**src/rtl/watch_mode_sequencer_pkg.sv**
```systemverilog
// Shared encodings and FSM state types for the watch mode sequencer.
// The mode encodings are also consumed by the timer datapath.
package watch_pkg;

    // Mode encodings
    localparam logic [1:0] MODE_TIMER     = 2'b00;
    localparam logic [1:0] MODE_STOPWATCH = 2'b01;
    localparam logic [1:0] MODE_CLOCK     = 2'b10;
    localparam logic [1:0] MODE_ALARM     = 2'b11;

    // Ring source encodings
    localparam logic [1:0] RING_NONE  = 2'b00;
    localparam logic [1:0] RING_TIMER = 2'b01;
    localparam logic [1:0] RING_CLOCK = 2'b10;

    // Number of lap slots
    localparam int MAX_LAPS = 10;

    typedef enum logic [1:0] {
        T_IDLE  = 2'b00,
        T_RUN   = 2'b01,
        T_PAUSE = 2'b10
    } timerState_t;

    typedef enum logic [1:0] {
        S_IDLE    = 2'b00,
        S_RUN     = 2'b01,
        S_STOPPED = 2'b10
    } swState_t;

    typedef enum logic {
        R_IDLE = 1'b0,
        R_RING = 1'b1
    } ringState_t;

endpackage

```
**src/rtl/watch_mode_sequencer_button_debounce.sv**
```systemverilog
// Button conditioner: 2-flop synchroniser followed by a debouncer that
// emits a single registered press pulse once the synchronised input has
// been high for DEBOUNCE_CYCLES consecutive samples. It rearms only after
// a genuine synchronised low, so a button held through reset never fires.
module button_debounce #(
    parameter int DEBOUNCE_CYCLES = 2
) (
    input  logic clockSignal,
    input  logic startOrStop,
    input  logic btnRaw,
    output logic pressPulse
);

    localparam int CW = $clog2(DEBOUNCE_CYCLES + 1);

    logic          sync1_r;
    logic          sync2_r;
    logic [1:0]    warm_r;
    logic          blocked_r;
    logic          press_r;
    logic [CW-1:0] count_r;

    // Synchronise the raw button; warm_r marks when sync2_r holds a real sample
    always_ff @(posedge clockSignal or posedge startOrStop) begin
        if (startOrStop) begin
            sync1_r <= 1'b0;
            sync2_r <= 1'b0;
            warm_r  <= 2'b00;
        end else begin
            sync1_r <= btnRaw;
            sync2_r <= sync1_r;
            warm_r  <= {warm_r[0], 1'b1};
        end
    end

    // Count stable-high samples and fire once per low-to-high transition
    always_ff @(posedge clockSignal or posedge startOrStop) begin
        if (startOrStop) begin
            count_r   <= {CW{1'b0}};
            blocked_r <= 1'b1;
            press_r   <= 1'b0;
        end else if (!warm_r[1]) begin
            press_r <= 1'b0;
        end else if (!sync2_r) begin
            count_r   <= {CW{1'b0}};
            blocked_r <= 1'b0;
            press_r   <= 1'b0;
        end else if (blocked_r) begin
            press_r <= 1'b0;
        end else if (count_r == CW'(DEBOUNCE_CYCLES - 1)) begin
            count_r   <= count_r + CW'(1);
            blocked_r <= 1'b1;
            press_r   <= 1'b1;
        end else begin
            count_r <= count_r + CW'(1);
            press_r <= 1'b0;
        end
    end

    assign pressPulse = press_r;

endmodule

```
**src/rtl/watch_mode_sequencer.sv**
```systemverilog
// Watch mode sequencer: turns three raw buttons and datapath events into
// mode selection, timer/stopwatch/alarm commands and a prioritised ringer.
// All outputs come straight from flops.
module watch_mode_sequencer #(
    parameter int DEBOUNCE_CYCLES = 2,
    parameter int RING_CYCLES     = 3000,
    parameter int MAX_LAPS        = watch_pkg::MAX_LAPS
) (
    input  logic       clockSignal,
    input  logic       startOrStop,
    input  logic       btnMode,
    input  logic       btnSet,
    input  logic       btnSplit,
    input  logic       timerExpired,
    input  logic       clockAlarmHit,
    input  logic       swOverflow,
    output logic [1:0] mode,
    output logic       timerLoad,
    output logic       timerClear,
    output logic       timerRun,
    output logic       swRun,
    output logic       lapStrobe,
    output logic [3:0] lapIndex,
    output logic       clearLaps,
    output logic       clearClock,
    output logic       loadAlarm,
    output logic       alarmArmed,
    output logic       ringSound,
    output logic [1:0] ringSource
);

    import watch_pkg::*;

    localparam int RW = $clog2(RING_CYCLES + 1);

    logic pressMode_s, pressSet_s, pressSplit_s;

    button_debounce #(.DEBOUNCE_CYCLES(DEBOUNCE_CYCLES)) modeDebounce (
        .clockSignal(clockSignal), .startOrStop(startOrStop), .btnRaw(btnMode),  .pressPulse(pressMode_s));
    button_debounce #(.DEBOUNCE_CYCLES(DEBOUNCE_CYCLES)) setDebounce (
        .clockSignal(clockSignal), .startOrStop(startOrStop), .btnRaw(btnSet),   .pressPulse(pressSet_s));
    button_debounce #(.DEBOUNCE_CYCLES(DEBOUNCE_CYCLES)) splitDebounce (
        .clockSignal(clockSignal), .startOrStop(startOrStop), .btnRaw(btnSplit), .pressPulse(pressSplit_s));

    // State and registered outputs
    timerState_t   timerState_r, timerNext_s;
    swState_t      swState_r, swNext_s;
    ringState_t    ringState_r, ringNext_s;
    logic [1:0]    modeSel_r, modeNext_s;
    logic [3:0]    lapIndex_r, lapNext_s;
    logic [RW-1:0] ringCount_r, countNext_s;
    logic [1:0]    ringSource_r, sourceNext_s;
    logic          alarmArmed_r, armedNext_s;
    logic          pendTimer_r, pendTimerNext_s, pendClock_r, pendClockNext_s;
    logic          timerLoad_r, timerClear_r, timerRun_r, swRun_r, lapStrobe_r;
    logic          clearLaps_r, clearClock_r, loadAlarm_r, ringSound_r;
    logic          loadNext_s, clearNext_s, lapStrobeNext_s, clearLapsNext_s;
    logic          clearClockNext_s, loadAlarmNext_s;

    // Press arbitration: split beats set beats mode; presses during a ring only acknowledge it
    logic ringing_s, splitAct_s, setAct_s, modeAct_s, anyPress_s;
    logic timerReq_s, clockReq_s;
    always_comb begin
        ringing_s  = (ringState_r == R_RING);
        anyPress_s = pressSplit_s | pressSet_s | pressMode_s;
        splitAct_s = pressSplit_s & ~ringing_s;
        setAct_s   = pressSet_s & ~pressSplit_s & ~ringing_s;
        modeAct_s  = pressMode_s & ~pressSplit_s & ~pressSet_s & ~ringing_s;
    end

    // Mode selector and timer FSM; expiry while running takes precedence over presses
    always_comb begin
        modeNext_s  = modeAct_s ? (modeSel_r + 2'b01) : modeSel_r;
        timerNext_s = timerState_r;
        loadNext_s  = 1'b0;
        clearNext_s = 1'b0;
        timerReq_s  = 1'b0;
        if (timerExpired && (timerState_r == T_RUN)) begin
            timerNext_s = T_IDLE;
            timerReq_s  = 1'b1;
        end else if ((modeSel_r == MODE_TIMER) && splitAct_s) begin
            timerNext_s = T_IDLE;
            clearNext_s = 1'b1;
        end else if ((modeSel_r == MODE_TIMER) && setAct_s) begin
            case (timerState_r)
                T_IDLE:  begin timerNext_s = T_RUN; loadNext_s = 1'b1; end
                T_RUN:   timerNext_s = T_PAUSE;
                T_PAUSE: timerNext_s = T_RUN;
                default: timerNext_s = T_IDLE;
            endcase
        end else begin
            timerNext_s = timerState_r;
        end
    end

    // Stopwatch FSM and lap slot; the slot advances the cycle after its strobe
    always_comb begin
        swNext_s        = swState_r;
        lapStrobeNext_s = 1'b0;
        clearLapsNext_s = 1'b0;
        if (lapStrobe_r) begin
            lapNext_s = (lapIndex_r == 4'(MAX_LAPS - 1)) ? 4'd0 : (lapIndex_r + 4'd1);
        end else begin
            lapNext_s = lapIndex_r;
        end
        if (swOverflow && (swState_r == S_RUN)) begin
            swNext_s = S_STOPPED;
        end else if ((modeSel_r == MODE_STOPWATCH) && splitAct_s) begin
            if (swState_r == S_RUN) begin
                lapStrobeNext_s = 1'b1;
            end else begin
                clearLapsNext_s = 1'b1;
                lapNext_s       = 4'd0;
                swNext_s        = S_IDLE;
            end
        end else if ((modeSel_r == MODE_STOPWATCH) && setAct_s) begin
            swNext_s = (swState_r == S_RUN) ? S_STOPPED : S_RUN;
        end else begin
            swNext_s = swState_r;
        end
    end

    // Clock view and alarm arming; an alarm hit consumes the arm
    always_comb begin
        clearClockNext_s = (modeSel_r == MODE_CLOCK) && splitAct_s;
        loadAlarmNext_s  = 1'b0;
        clockReq_s       = clockAlarmHit && alarmArmed_r;
        if ((modeSel_r == MODE_ALARM) && setAct_s) begin
            loadAlarmNext_s = 1'b1;
            armedNext_s     = 1'b1;
        end else if (clockReq_s || ((modeSel_r == MODE_ALARM) && splitAct_s)) begin
            armedNext_s = 1'b0;
        end else begin
            armedNext_s = alarmArmed_r;
        end
    end

    // Ring FSM: timer outranks clock, losers wait pending, next ring starts right after exit
    logic wantTimer_s, wantClock_s, ringDone_s, canGrant_s;
    always_comb begin
        wantTimer_s     = pendTimer_r | timerReq_s;
        wantClock_s     = pendClock_r | clockReq_s;
        ringDone_s      = ringing_s && ((ringCount_r == {RW{1'b0}}) || anyPress_s);
        canGrant_s      = ~ringing_s | ringDone_s;
        ringNext_s      = ringState_r;
        countNext_s     = ringCount_r;
        sourceNext_s    = ringSource_r;
        pendTimerNext_s = wantTimer_s;
        pendClockNext_s = wantClock_s;
        if (canGrant_s && wantTimer_s) begin
            ringNext_s      = R_RING;
            countNext_s     = RW'(RING_CYCLES - 1);
            sourceNext_s    = RING_TIMER;
            pendTimerNext_s = 1'b0;
        end else if (canGrant_s && wantClock_s) begin
            ringNext_s      = R_RING;
            countNext_s     = RW'(RING_CYCLES - 1);
            sourceNext_s    = RING_CLOCK;
            pendClockNext_s = 1'b0;
        end else if (ringDone_s) begin
            ringNext_s   = R_IDLE;
            countNext_s  = {RW{1'b0}};
            sourceNext_s = RING_NONE;
        end else if (ringing_s) begin
            countNext_s = ringCount_r - RW'(1);
        end else begin
            ringNext_s = R_IDLE;
        end
    end

    // State and output registers
    always_ff @(posedge clockSignal or posedge startOrStop) begin
        if (startOrStop) begin
            timerState_r <= T_IDLE;
            swState_r    <= S_IDLE;
            ringState_r  <= R_IDLE;
            modeSel_r    <= MODE_TIMER;
            lapIndex_r   <= 4'd0;
            ringCount_r  <= {RW{1'b0}};
            ringSource_r <= RING_NONE;
            alarmArmed_r <= 1'b0;
            pendTimer_r  <= 1'b0;
            pendClock_r  <= 1'b0;
            timerLoad_r  <= 1'b0;
            timerClear_r <= 1'b0;
            timerRun_r   <= 1'b0;
            swRun_r      <= 1'b0;
            lapStrobe_r  <= 1'b0;
            clearLaps_r  <= 1'b0;
            clearClock_r <= 1'b0;
            loadAlarm_r  <= 1'b0;
            ringSound_r  <= 1'b0;
        end else begin
            timerState_r <= timerNext_s;
            swState_r    <= swNext_s;
            ringState_r  <= ringNext_s;
            modeSel_r    <= modeNext_s;
            lapIndex_r   <= lapNext_s;
            ringCount_r  <= countNext_s;
            ringSource_r <= sourceNext_s;
            alarmArmed_r <= armedNext_s;
            pendTimer_r  <= pendTimerNext_s;
            pendClock_r  <= pendClockNext_s;
            timerLoad_r  <= loadNext_s;
            timerClear_r <= clearNext_s;
            timerRun_r   <= (timerNext_s == T_RUN);
            swRun_r      <= (swNext_s == S_RUN);
            lapStrobe_r  <= lapStrobeNext_s;
            clearLaps_r  <= clearLapsNext_s;
            clearClock_r <= clearClockNext_s;
            loadAlarm_r  <= loadAlarmNext_s;
            ringSound_r  <= (ringNext_s == R_RING);
        end
    end

    assign mode       = modeSel_r;
    assign timerLoad  = timerLoad_r;
    assign timerClear = timerClear_r;
    assign timerRun   = timerRun_r;
    assign swRun      = swRun_r;
    assign lapStrobe  = lapStrobe_r;
    assign lapIndex   = lapIndex_r;
    assign clearLaps  = clearLaps_r;
    assign clearClock = clearClock_r;
    assign loadAlarm  = loadAlarm_r;
    assign alarmArmed = alarmArmed_r;
    assign ringSound  = ringSound_r;
    assign ringSource = ringSource_r;

endmodule

```
**config.mk**
```make
export PLATFORM = sky130hd
export DESIGN_NAME = watch_mode_sequencer
export DESIGN_NICKNAME = d
export VERILOG_FILES = /design/src/rtl/watch_mode_sequencer_pkg.sv /design/src/rtl/watch_mode_sequencer_button_debounce.sv /design/src/rtl/watch_mode_sequencer.sv
export SDC_FILE = /design/constraint.sdc
export NUM_CORES = 1
export LEC_CHECK = 0
export BUFFER_PORTS_ARGS = -buffer_cell sky130_fd_sc_hd__buf_2
export CORE_MARGIN = 4
export CORE_UTILIZATION = 38
export DETAILED_ROUTE_END_ITERATION = 6
export PLACE_DENSITY = 0.56
export SYNTH_ARGS = -nofsm -noshare
export SYNTH_HDL_FRONTEND = slang
export SYNTH_HIERARCHICAL = 1
export SYNTH_SLANG_ARGS = --single-unit
```
**constraint.sdc**
```tcl
create_clock -name clockSignal -period 4.9 [get_ports clockSignal]
set_input_delay 0.49 -clock clockSignal [delete_from_list [all_inputs] [get_ports clockSignal]]
set_output_delay 0.49 -clock clockSignal [all_outputs]
set_load 0.05 [all_outputs]
```
=== Yosys cells after proc, flatten, opt, wreduce, memory -nomap -nowiden ===
Cells that the tools add are included.

* Logic and storage cells: 164
* Flip-flop bits (word level): 60
* Input port bits: 8
* Output and inout bits: 18

* Eq/ne operators: 15
* Multiplexer cells: 68
* Bitwise gates (word level): 14
* Add/subtract/negate cells: 6
* Reduce and logical (&&, ||, !) cells: 25

{| class="wikitable"
|+ Operators by type and width
! operator !! number
|-
| 12-bit two-way mux || 4
|-
| 1-bit two-way mux || 41
|-
| 2-bit two-way mux || 17
|-
| 4-bit two-way mux || 5
|-
| 2-bit by 1-bit == test with 1-bit output (second input constant) || 8
|-
| 1-bit logical AND || 13
|-
| 12-bit zero test || 1
|-
| 12-bit by 1-bit subtractor with 12-bit output (second input constant) || 1
|-
| 2-bit by 1-bit adder with 2-bit output (second input constant) || 4
|-
| 1-bit bitwise AND || 6
|-
| 2-bit == test (second input constant) || 3
|-
| 2-bit inequality test (second input constant) || 3
|-
| 2-bit AND reduction || 3
|-
| 1-bit OR || 5
|-
| 4-bit by 1-bit adder with 4-bit output (second input constant) || 1
|-
| 4-bit == test (second input constant) || 1
|-
| 2-bit zero test || 2
|-
| 2-bit one-hot mux with 2 select lines || 1
|-
| 4-bit nonzero test || 1
|-
| 1-bit NOT || 3
|-
| 3-bit nonzero test || 1
|-
| 1-bit logical OR || 2
|-
| 2-bit nonzero test || 1
|-
| 2-bit OR reduction || 1
|}

=== Depth between registers and ports, before layout ===
Gate-level depths: netlist of the first run.

* Depth after elaboration: 8
* Gate-level depth with buffers: 7
* Gate-level depth less buffers: 6

=== Modules after synthesis ===
The synthesis of the first run kept the hierarchy.

{| class="wikitable"
|+ By module, submodules not included
! module !! cells each !! area an instance (µm²) !! seq. area each (µm²) !! instances
|-
| watch_mode_sequencer || 172 || 1808.0 || 900.9 || 1
|-
| button_debounce || 22 || 296.5 || 201.4 || 3
|}

=== Least setup slack after synthesis of the first run ===
Ideal clock, no wire load.

* Path type: reg2reg
* Start: reg, netlist name ringSound
* End: reg ringSource_r[1], in the netlist ringSource[1]
* Setup time: 0.122 ns
* Period minus slack after synthesis: 2.026 ns
* Setup slack: 2.874 ns
* Stages on the path, launching flop included: 6
* Arrival time: 1.905 ns
* Cell sequence: dfrtp_1 -> or4b_1 -> buf_2 -> a31o_4 -> buf_6 -> a32o_1

{| class="wikitable"
|+ RTL lines
! what !! RTL line !! RTL
|-
| to (signal assigned) || watch_mode_sequencer.sv:200 || <nowiki>ringSource_r <= sourceNext_s;</nowiki>
|-
| to (decl) || watch_mode_sequencer.sv:52 || <nowiki>logic [1:0] ringSource_r, sourceNext_s;</nowiki>
|}

==> out/results.md, run 1 <==
| Parameter | This run | Unit |
|---|---|---|
| Number of synthesized flops with an enable pin | 0 | - |
| Dpl cells | 355 | - |
| Outcome | completed | - |
| Clock Path Buffers | 2 | - |
| Delay of the slowest cell on the worst path | 660 | ps |
| Pin count of the biggest net entering global routing | 37 | - |
| Utilization after layout | 45.4 | % |
| Upper clock frequency limit | 461 | MHz |
| Max_slew headroom | 45.3 | % |
| Vias after detailed routing | 1837 | - |
| Sequential element share of the synthesized area | 55.8 | % |
| Critical Setup Path Class | flip-flop to flip-flop | - |
| Endpoint arrival time on the critical path | 2380 | ps |
| Category of cells accounting for the largest share of critical-path delay | simple AND/OR/NAND/NOR gates | - |
| Count of antenna diodes in the layout | 0 | - |
| Synth-to-layout area growth | 14.9 | % |
| DRC violation count after routing | 0 | - |
| Slowest cell on crit path | dfrtp_1 | - |
| Critical-path cell list | or4b_1 > a31oi_4 > nor2_2 > a221o_1 | - |
| Layout Cells excl Fill | 371 | - |
| Post-synthesis net count | 254 | - |
| Post-CTS Hold Fix Bufs | 0 | - |
| Insertion delay to the later sink of the worst-skew pair | 330 | ps |
| Most frequent cells after synthesis | 57 x dfrtp_1, 17 x o21ai_0, 16 x inv_1, 16 x nand2_1, 14 x a21oi_1 | - |
| Final HPWL from detailed placement | 3340 | µm |
| Routability-driven placement congestion ratio | 0.820 | - |
| Unrepaired setup endpoints after global routing | false | - |
| Cell type with the largest total area after synthesis | dfrtp_1 | - |
| Proportion of netlist area held by the largest area contributor | 52.9 | % |
| Clock Tree Root | clkbuf_8 | - |
| Wire length of the first global-routing pass | 8150 | µm |
| Predominant post-synthesis flop cell | dfrtp_1 | - |
| # IOs | 26 | - |
| P per Cell Area | 545 | nW/µm² |
| Starting density of the core | 39.5 | % |
| Routed wire per std cell | 13.0 | µm |
| Number of buffers added by the clock tree synthesis step | 9 | - |
| Register clock-pin slew on the reported worst setup and hold paths | 70 | ps |
| Max-cap violations | 0 | - |
| Count of nets after finishing | 286 | - |
| CP Capture Type | flip-flop | - |
| 1st-iter DRT viols | 105 | - |
| Clock Sinks | 60 | - |
| TritonCTS clock tree | done | - |
| Area of the core region | 6830 | µm² |
| Biggest fanout along the worst timing path | 17 | - |
| Peak supply drop | 0.199 | mV |
| Distinct cell type count of the synthesized netlist | 53 | - |
| # rows | 30 | - |
| Worst min-delay path category | input pin to async pin | - |
| Max H-tree Level | 3 | - |
| Per-instance average area after synthesis | 11.3 | µm² |
| Number of warning messages in the yosys log | 6 | - |
| Biggest area contributors in the synthesized netlist | dfrtp_1 53%, ha_1 3.7%, o21ai_0 3.2% | - |
| Antenna violations before repair | 0 | - |
| Buffers & Inverters on Critical Path | 0 | - |
| Detailed-route vias per instance | 4.95 | - |
| Number of global-route vias before repair | 1708 | - |
| Seq cells post-synth | 60 | - |
| Final Max Slew Viols | 0 | - |
| Actual slew at the worst max-slew pin | 813 | ps |
| Filler instances | 674 | - |
| Number of port buffers | 25 | - |
| Floorplan die area | 8510 | µm² |
| Minimum clock period | 2170 | ps |
| Total track usage | 12.3 | % |
| Leakage | 1.48 | nW |
| Cell with the most instances after synthesis | dfrtp_1 | - |
| Die W | 92.3 | µm |
| Number of instances resized during post-cts repair | 0 | - |
| Final wirelength | 4820 | µm |
| Count of mapped cells out of synthesis | 238 | - |
| Fraction of registers with async set or reset after synthesis | 100 | % |
| Number of setup buffers added after CTS | 0 | - |
| Count of final hold-check violations | 0 | - |
| Fraction of layout cells with a size suffix above 1 | 20.7 | % |
| Startpoint types | flip-flop | - |
| Final period utilization | 44.3 | % |
| Fin Hold WS | 111 | ps |
| Overflow after GRT | 0 | - |
| Height of the die | 92.3 | µm |
| Total Neg Setup Slack | 0 | ps |
| Detailed-routing iteration count for the pre-antenna-repair pass | 4 | - |
| CP required | 5120 | ps |
| Antenna Violating Nets Remaining | 0 | - |
| Final number of setup-violating endpoints | 0 | - |
| Post-synthesis cell area | 2700 | µm² |
| Worst clock skew | 8.36 | ps |
## state kept, by name, indices dropped and copies added, names as in the netlist, 2 cells and up
| name | flops |
|---|---|
| setDebounce/warm_r | 2 |
| swState_r | 2 |
| modeDebounce/warm_r | 2 |
| timerState_r | 2 |
| splitDebounce/count_r | 2 |
| ringSource | 2 |
| ringCount_r | 12 |
| modeDebounce/count_r | 2 |
| setDebounce/count_r | 2 |
| splitDebounce/warm_r | 2 |
| lapIndex | 4 |
| mode | 2 |
## path summary, 6_finish.rpt
kind | cells past startpoint | slack (ps) | start | endpoint
worst max-delay path | 4 | 2730 | ringSound$_DFF_PP0_ | ringCount_r[9]$_DFFE_PP0P_
worst min-delay path | 2 | 110 | startOrStop | setDebounce/count_r[0]$_DFFE_PP0P_
worst max register to register | 4 | 2730 | ringSound$_DFF_PP0_ | ringCount_r[9]$_DFFE_PP0P_
worst min register to register | 0 | 350 | splitDebounce/warm_r[0]$_DFF_PP0_ | splitDebounce/warm_r[1]$_DFF_PP0_
max in group asynchronous | 3 | 4270 | startOrStop | ringCount_r[0]$_DFFE_PP0P_
min in group clockSignal | 1 | 260 | btnSplit | splitDebounce/sync1_r$_DFF_PP0_
## layout make-up
type / instances / area (µm²) / area share (%)
Inverter: 16 / 60.1 / 1.94
Clock buffer: 12 / 155 / 5.01
Multi-Input combinational cell: 157 / 1100 / 35.6
Sequential cell: 60 / 1510 / 48.6
Timing Repair Buffer: 26 / 133 / 4.28
Clock inverter: 4 / 23.8 / 0.767
Tap cell: 96 / 120 / 3.88
## cell usage in the layout (no fill, tap or decap), types with 3 or more instances in the layout
cell type / n
conb_1: 3
o32ai_1: 3
a211o_1: 4
nand3_1: 4
clkinv_2: 3
o21ai_0: 17
nand2_1: 16
nor3_1: 6
nor2_1: 13
a221o_1: 3
nor3b_1: 5
clkbuf_8: 11
nor3b_2: 4
a21oi_1: 14
nor4_1: 3
o2bb2ai_1: 3
buf_2: 25
dfrtp_1: 57
ha_1: 8
and2b_1: 3
inv_1: 16
a21boi_0: 4
nor2b_1: 4
and4bb_1: 3
dfstp_2: 3
and2_1: 3
a311o_1: 3
## cell families (layout without fill, tap and decap cells)
kind of cell	after synthesis	count (layout)	synth area share [%]
AND/OR/NAND/NOR	79	79	18.6
other	3	3	0.417
flip-flops	60	60	55.8
buffers and inverters	21	58	3.34
adder cells (fa/ha/maj)	8	8	3.71
XOR/XNOR	4	4	1.30
AO/OA/AOI/OAI	63	63	16.9
## stage by stage
| stage | cell area, µm² | power [mW] | worst slack [ps] |
|---|---|---|---|
| floorplan | 2700 | 1.18 | 2870 |
| global placement | 2920 | 1.29 | 2800 |
| detailed placement | 2920 | 1.30 | 2780 |
| CTS | 3100 | 1.71 | 2750 |
| global route | 3100 | 1.82 | 2610 |
| finish | 3100 | 1.69 | 2730 |
## report_power, final
group	switching, mW	internal [mW]
Sequential	0.130	0.624
Clock	0.188	0.209
Combinational	0.323	0.215
## metal layers
layer	track usage, %	share of wire (%)	vias up
met2	18.0	45	35
met3	4.51	4.8	7
met4	4.83	1.5	0
met1	16.6	48	872
met5	0	0	-
li1	-	-	923
Power figures use the tool's default switching activity.
==> run 2, diff against run 1 <==
--- a/config.mk
+++ b/config.mk
@@ -9,7 +9,7 @@
 export CORE_MARGIN = 4
 export CORE_UTILIZATION = 38
 export DETAILED_ROUTE_END_ITERATION = 6
-export PLACE_DENSITY = 0.56
+export PLACE_DENSITY = 0.58
 export SYNTH_ARGS = -nofsm -noshare
 export SYNTH_HDL_FRONTEND = slang
 export SYNTH_HIERARCHICAL = 1
==> constraint.sdc (replaced) <==
create_clock -name clockSignal -period 1.8 [get_ports clockSignal]
set_input_delay 0.18 -clock clockSignal [delete_from_list [all_inputs] [get_ports clockSignal]]
set_output_delay 0.18 -clock clockSignal [all_outputs]
set_load 0.05 [all_outputs]
==> run 2 against run 1 <==
Compared with the run above:
- clock power rose to 2.7 times the previous value
- setup slack got worse by 2700 ps
- die area did not move
- combinational power increased to 3.5 times the previous value
- sequential share of layout area is 3.7 points lower
- clock skew fell by 2.2 ps
- critical path type unchanged
- critical endpoint unchanged
- largest cell class unchanged
- highest routed layer unchanged
==> out/results.md, run 2 (same netlist as run 1, synthesis figures left out) <==
| Parameter | This run | Unit | vs previous |
|---|---|---|---|
| Outcome | completed | - |  |
| Number of cells on the worst hold path | 2 | - |  |
| Critical-path cell list | or4b_4 > buf_4 > a31o_2 > nor3_2 > a221o_1 | - |  |
| Vias after detailed routing | 2002 | - | +9.0% |
| Worst clock skew | 6.13 | ps | -2.23 ps |
| Startpoint of the worst hold path | swOverflow | - |  |
| Synth-to-layout area growth | 24.4 | % |  |
| Final Max Slew Viols | 0 | - | unchanged |
| Most common library cell in the layout ignoring fill and taps | dfrtp_1 | - |  |
| Final wirelength | 5320 | µm | +10% |
| Flop2flop setup slack | 7 | ps | -2720 ps |
| Peak supply drop | 0.681 | mV | +240% |
| Sw Pwr | 1.88 | mW | +190% |
| Count of final hold-check violations | 0 | - | unchanged |
| 1st-iter DRT viols | 108 | - | +2.9% |
| Reg power frac | 40.4 | % | -4.2 points |
| Minimum clock period | 1790 | ps | -376 ps |
| Leakage | 1.61 | nW | +8.4% |
| Critical Setup Path Class | flip-flop to flip-flop | - |  |
| Hold EP | lapStrobe$_DFF_PP0_ | - |  |
| Final HPWL from detailed placement | 3630 | µm | +8.6% |
| # rows | 30 | - | unchanged |
| GRT busiest layer | met2 | - |  |
| Overflow after GRT | 0 | - | unchanged |
| Buffers & Inverters on Critical Path | 1 | - | +1 |
| # IOs | 26 | - | unchanged |
| Max H-tree Level | 3 | - | unchanged |
| Post-placement worst setup slack | 11.5 | ps | -2770 ps |
| CP Capture Type | flip-flop | - |  |
| Worst R2R Path Depth | 5 | - | +1 |
| Number of buffers added by the clock tree synthesis step | 9 | - | unchanged |
| GR Util met2 | 21.8 | % | +3.8 points |
| Post-route cell area | 3360 | µm² | +8.3% |
| Combinational cell fraction of total power | 37.9 | % | +6.1 points |
| Wire length of the first global-routing pass | 8890 | µm | +9.2% |
| Filler instances | 634 | - | -5.9% |
| Starting density of the core | 39.5 | % | unchanged |
| Area of the core region | 6830 | µm² | unchanged |
| Upper clock frequency limit | 558 | MHz | +21% |
| Floorplan die area | 8510 | µm² | unchanged |
| Startpoint types | flip-flop | - |  |
| CP required | 2080 | ps | -3040 ps |
| Count of nets after finishing | 314 | - | +9.8% |
| Detailed-route vias per instance | 5.02 | - | +1.3% |
| Area of the multi-input gates | 1140 | µm² | +3.7% |
| Max-cap violations | 0 | - | unchanged |
| Clock Path Buffers | 2 | - | unchanged |
| Count of antenna diodes in the layout | 0 | - | unchanged |
| Total internal power | 3.10 | mW | +200% |
| P per Cell Area | 1480 | nW/µm² | +170% |
| Pin count of the biggest net entering global routing | 37 | - | unchanged |
| Fraction of layout cells with a size suffix above 1 | 28.7 | % | +8.0 points |
| Met3 Use GR | 4.27 | % | -0.25 points |
| Fin Hold WS | 39.7 | ps | -71.4 ps |
| Total track usage | 13.4 | % | +1.1 points |
| Clock Tree Root | clkbuf_8 | - |  |
| Clock Sinks | 60 | - | unchanged |
| Height of the die | 92.3 | µm | unchanged |
| Max reg flops | 12 | - | unchanged |
| Placed cell areas | 3070 | µm² | +5.0% |
| Slowest cell on crit path | or4b_4 | - |  |
| Clock share of power | 21.8 | % | -1.7 points |
| Insertion delay to the later sink of the worst-skew pair | 330 | ps | about the same |
| Global-route met1 utilization | 16.4 | % | -0.23 points |
| TritonCTS clock tree | done | - |  |
| Actual slew at the worst max-slew pin | 550 | ps | -262 ps |
| Antenna Violating Nets Remaining | 0 | - | unchanged |
| Number of global-route vias before repair | 1908 | - | +12% |
| Category of cells accounting for the largest share of critical-path delay | simple AND/OR/NAND/NOR gates | - |  |
| Number of port buffers | 25 | - | unchanged |
| Die W | 92.3 | µm | unchanged |
| Final period utilization | 99.6 | % | +55 points |
| Register clock-pin slew on the reported worst setup and hold paths | 70 | ps | about the same |
| Reg2Reg Capture Point | ringCount_r[9]$_DFFE_PP0P_ | - |  |
| Biggest fanout along the worst timing path | 5 | - | -12 |
| Unrepaired setup endpoints after global routing | true | - |  |
| Reg2reg start | splitDebounce/pressPulse$_DFF_PP0_ | - |  |
| Top register by number of flip-flops | ringCount_r | - |  |
| Worst min-delay path category | input pin to flip-flop | - |  |
| Max_slew headroom | 62.8 | % | +17 points |
| Sequential cell area | 1510 | µm² | about the same |
| Pwr Total | 4.98 | mW | +190% |
| Routability-driven placement congestion ratio | 0.841 | - | +2.6% |
| Delay of the slowest cell on the worst path | 590 | ps | -70 ps |
| DRC violation count after routing | 0 | - | unchanged |
| Commonest non-fill, non-tap cells in the layout | 56 x dfrtp_1, 25 x buf_2, 24 x buf_4 | - |  |
| Routed wire per std cell | 13.3 | µm | +2.6% |
| Antenna violations before repair | 0 | - | unchanged |
| Final number of setup-violating endpoints | 0 | - | unchanged |
| Detailed-routing iteration count for the pre-antenna-repair pass | 4 | - | unchanged |
| Endpoint arrival time on the critical path | 2070 | ps | -310 ps |
| Switching power as a share of total power | 37.8 | % | -0.22 points |
| Least setup slack across all paths after layout | 7.30 | ps | -2720 ps |
-- run 2: stage by stage --
stage	TNS, ps	instances	utilization [%]
2_1_floorplan	-367	238	-
3_3_place_gp	0	373	44.9
3_5_place_dp	0	373	44.9
4_1_cts	0	393	48.1
5_1_grt	-231	399	49.1
6_report	0	399	49.1
-- run 2: how the worst max path moves through the flow --
| stage | start | end | slack (ps) | depth (start not counted) |
|---|---|---|---|---|
| 5_1_grt | splitDebounce/pressPulse$_DFF_PP0_ | ringCount_r[5]$_DFFE_PP0P_ | -50 | 4 |
| 4_1_cts | ringCount_r[0]$_DFFE_PP0P_ | ringCount_r[5]$_DFFE_PP0P_ | 9 | 6 |
| 2_1_floorplan | ringSound$_DFF_PP0_ | ringCount_r[5]$_DFFE_PP0P_ | -60 | 5 |
| 6_report | splitDebounce/pressPulse$_DFF_PP0_ | ringCount_r[9]$_DFFE_PP0P_ | 7 | 5 |
| 3_5_place_dp | ringCount_r[0]$_DFFE_PP0P_ | ringCount_r[9]$_DFFE_PP0P_ | 10 | 7 |
| 3_3_place_gp | ringCount_r[0]$_DFFE_PP0P_ | ringCount_r[5]$_DFFE_PP0P_ | 70 | 6 |
-- run 2: routing by layer --
metal	routed length (µm)	part of all wire, %
met1	2440	46
met2	2550	48
met3	248	4.7
met4	82	1.5
met5	0	0
-- run 2: cell type report --
type | instances | share of cell area, %
sequential | 60 | 44.9
tap | 96 | 3.58
timing repair buffer | 53 | 10.3
inverter | 16 | 1.79
clock buffer | 12 | 4.62
clock inverter | 4 | 0.746
multi-input combinational | 158 | 34.1
-- run 2: what timing repair did --
action	4_1_cts	5_1_grt
setup buffers	0	5
cloned	0	1
hold buffers	4	0
hold endpoints to repair	60	0
pin swaps	1	5
gates resized for setup	0	7
setup endpoints to repair	1	10
-- run 2: power groups by stage --
stage / logic [mW] / clock network (mW) / registers [mW]
after floorplan: 1.02 / 0 / 2.23
after global placement: 1.73 / 0 / 2.01
after detailed placement: 1.77 / 0 / 2.02
after CTS: 1.79 / 1.13 / 2.00
after global routing: 2.08 / 1.20 / 2.07
final: 1.89 / 1.08 / 2.01
==> run 3, diff against run 2 <==
--- a/config.mk
+++ b/config.mk
@@ -10,6 +10,7 @@
 export CORE_UTILIZATION = 38
 export DETAILED_ROUTE_END_ITERATION = 6
 export PLACE_DENSITY = 0.58
+export SETUP_SLACK_MARGIN = 0.15
 export SYNTH_ARGS = -nofsm -noshare
 export SYNTH_HDL_FRONTEND = slang
 export SYNTH_HIERARCHICAL = 1
==> run 3 against run 2 <==
Compared with the run above:
- clock power is 7% higher
- non-clock buffer count stayed put
- clock skew hardly changed
- sequential cell count stayed put
- total power is 2.1% higher
- via count is 0.20% lower
- global-route usage is 0.20 points higher
- maximum frequency is 4.9% higher
- critical path type unchanged
- largest cell class unchanged
==> out/results.md, run 3 (same netlist as run 1, synthesis figures left out) <==
| Parameter | This run | Unit | vs previous |
|---|---|---|---|
| Final Max Slew Viols | 0 | - | unchanged |
| Peak supply drop | 1.03 | mV | +51% |
| Clock Tree Root | clkbuf_8 | - |  |
| Upper clock frequency limit | 585 | MHz | +4.9% |
| Clock Path Buffers | 2 | - | unchanged |
| Max Used Layer | met4 | - |  |
| Number of global-route vias before repair | 1964 | - | +2.9% |
| Reg2Reg Capture Point | ringCount_r[9]$_DFFE_PP0P_ | - |  |
| Number of buffers added by the clock tree synthesis step | 9 | - | unchanged |
| Slowest cell on crit path | or4b_4 | - |  |
| Detailed-route vias per instance | 5.01 | - | -0.20% |
| DRC violation count after routing | 0 | - | unchanged |
| Filler instances | 651 | - | +2.7% |
| Routed length on met3 | 236 | µm | -4.8% |
| Area of the core region | 6830 | µm² | unchanged |
| Height of the die | 92.3 | µm | unchanged |
| Vias after detailed routing | 1998 | - | -0.20% |
| Most common library cell in the layout ignoring fill and taps | dfrtp_1 | - |  |
| Critical Setup Path Class | flip-flop to flip-flop | - |  |
| Minimum clock period | 1710 | ps | -83.6 ps |
| Worst R2R Path Depth | 4 | - | -1 |
| Dpl cells | 372 | - | -0.27% |
| Commonest non-fill, non-tap cells in the layout | 53 x dfrtp_1, 25 x buf_2, 23 x buf_4 | - |  |
| Antenna Violating Nets Remaining | 0 | - | unchanged |
| Biggest fanout along the worst timing path | 6 | - | +1 |
| Insertion delay to the later sink of the worst-skew pair | 330 | ps | about the same |
| Top register by number of flip-flops | ringCount_r | - |  |
| Max-cap violations | 0 | - | unchanged |
| Number of cells on the worst hold path | 2 | - | unchanged |
| Antenna violations before repair | 0 | - | unchanged |
| Fin Hold WS | 37.7 | ps | -2.00 ps |
| Actual slew at the worst max-slew pin | 563 | ps | +12.7 ps |
| Startpoint types | flip-flop | - |  |
| P per Cell Area | 1500 | nW/µm² | +0.96% |
| Routed wire per std cell | 12.9 | µm | -3.3% |
| Worst min-delay path category | input pin to flip-flop | - |  |
| Count of final hold-check violations | 0 | - | unchanged |
| Origin of the worst setup path | modeDebounce/pressPulse$_DFF_PP0_ | - |  |
| Final wirelength | 5140 | µm | -3.3% |
| End point of the critical path | ringCount_r[9]$_DFFE_PP0P_ | - |  |
| Clock Sinks | 60 | - | unchanged |
| TritonCTS clock tree | done | - |  |
| Critical-path cell list | or4b_4 > a31oi_4 > nor2_4 > a221o_1 | - |  |
| Register clock-pin slew on the reported worst setup and hold paths | 70 | ps | about the same |
| Unrepaired setup endpoints after global routing | true | - |  |
| Fraction of layout cells with a size suffix above 1 | 30.7 | % | +2.0 points |
| Max H-tree Level | 3 | - | unchanged |
| Detailed-routing iteration count for the pre-antenna-repair pass | 4 | - | unchanged |
| Wire length of the first global-routing pass | 9070 | µm | +2.0% |
| Final period utilization | 94.9 | % | -4.6 points |
| Synth-to-layout area growth | 25.7 | % |  |
| Overflow after GRT | 0 | - | unchanged |
| # rows | 30 | - | unchanged |
| Delay of the slowest cell on the worst path | 600 | ps | about the same |
| CP required | 2020 | ps | -60 ps |
| Final HPWL from detailed placement | 3540 | µm | -2.5% |
| Post-Route M1 WL | 2450 | µm | +0.49% |
| Total track usage | 13.6 | % | +0.20 points |
| Final number of setup-violating endpoints | 0 | - | unchanged |
| Reg2reg start | modeDebounce/pressPulse$_DFF_PP0_ | - |  |
| CP Capture Type | flip-flop | - |  |
| Endpoint arrival time on the critical path | 1930 | ps | -140 ps |
| 1st-iter DRT viols | 78 | - | -28% |
| Pwr Total | 5.09 | mW | +2.1% |
| Count of antenna diodes in the layout | 0 | - | unchanged |
| Total met2 wirelength after detailed routing | 2320 | µm | -9.2% |
| Max reg flops | 12 | - | unchanged |
| Worst clock skew | 6.20 | ps | +0.0720 ps |
| Starting density of the core | 39.5 | % | unchanged |
| # IOs | 26 | - | unchanged |
| Number of port buffers | 25 | - | unchanged |
| Max_slew headroom | 61.9 | % | -0.86 points |
| Die W | 92.3 | µm | unchanged |
| Floorplan die area | 8510 | µm² | unchanged |
| Pin count of the biggest net entering global routing | 37 | - | unchanged |
| Count of nets after finishing | 314 | - | unchanged |
| Outcome | completed | - |  |
| Layout Cells excl Fill | 399 | - | unchanged |
| Routability-driven placement congestion ratio | 0.864 | - | +2.8% |
| Leakage | 1.62 | nW | +0.92% |
| Utilization after layout | 49.7 | % | +0.53 points |
| Flop2flop setup slack | 90 | ps | +80 ps |
[run 3: changes by cell type in the layout (fill, tap and decap cells not counted), sizes merged]
cell / delta
clkbuf: -2
bufinv: +1
inv: +1
[run 3: worst min path at each step]
stage | startpoint | end | slack [ps]
after global placement | startOrStop | splitDebounce/warm_r[0]$_DFF_PP0_ | 170
after detailed placement | startOrStop | modeDebounce/warm_r[0]$_DFF_PP0_ | 170
final | swOverflow | lapStrobe$_DFF_PP0_ | 40
after CTS | swOverflow | lapStrobe$_DFF_PP0_ | 20
after floorplan | startOrStop | modeDebounce/count_r[0]$_DFFE_PP0P_ | -5
after global routing | swOverflow | lapStrobe$_DFF_PP0_ | 20
[run 3: worst max-delay path: cells and delay by family, from the launching register on]
| kind | cells | cell delay [ps] |
|---|---|---|
| AND/OR/NAND/NOR | 2 | 690 |
| AO/OA/AOI/OAI | 2 | 520 |
| flip-flops | 1 | 390 |
[run 3: layout make-up]
type	instances	area (µm²)	share of cell area, %
tap	96	120	3.54
multi-input combinational	158	1160	34.2
inverter	16	60.1	1.77
timing repair buffer	53	349	10.3
clock buffer	10	128	3.76
clock inverter	6	63.8	1.88
sequential	60	1510	44.5
[run 3: stage by stage]
stage / TNS, ps / worst slack, ps / instance area [µm²]
finish: 0 / 90.9 / 3390
global route: 0 / 9.30 / 3390
detailed placement: -263 / -89.6 / 3060
CTS: 0 / 89.7 / 3360
global placement: -58.7 / -41.1 / 3060
floorplan: -371 / -62.8 / 2710
[run 3: timing repair]
action                                 4_1_cts  5_1_grt
buffers inserted                             5        1
pin swaps                                    3        3
hold buffers                                 4        0
cloned                                       1        0
endpoints found under the hold margin       60        0
setup endpoints to repair                   13       15
gates resized for setup                     10        8
[run 3: where the power goes]
group	total, mW	internal, mW	switching (mW)
logic	1.89	0.858	1.03
registers	2.03	1.70	0.327
clock network	1.16	0.638	0.523
[run 3: layer usage]
metal	global-route usage [%]	vias to the layer above
li1	-	982
met1	17.6	965
met2	19.8	38
met3	4.68	13
met4	7.30	0
met5	0	-
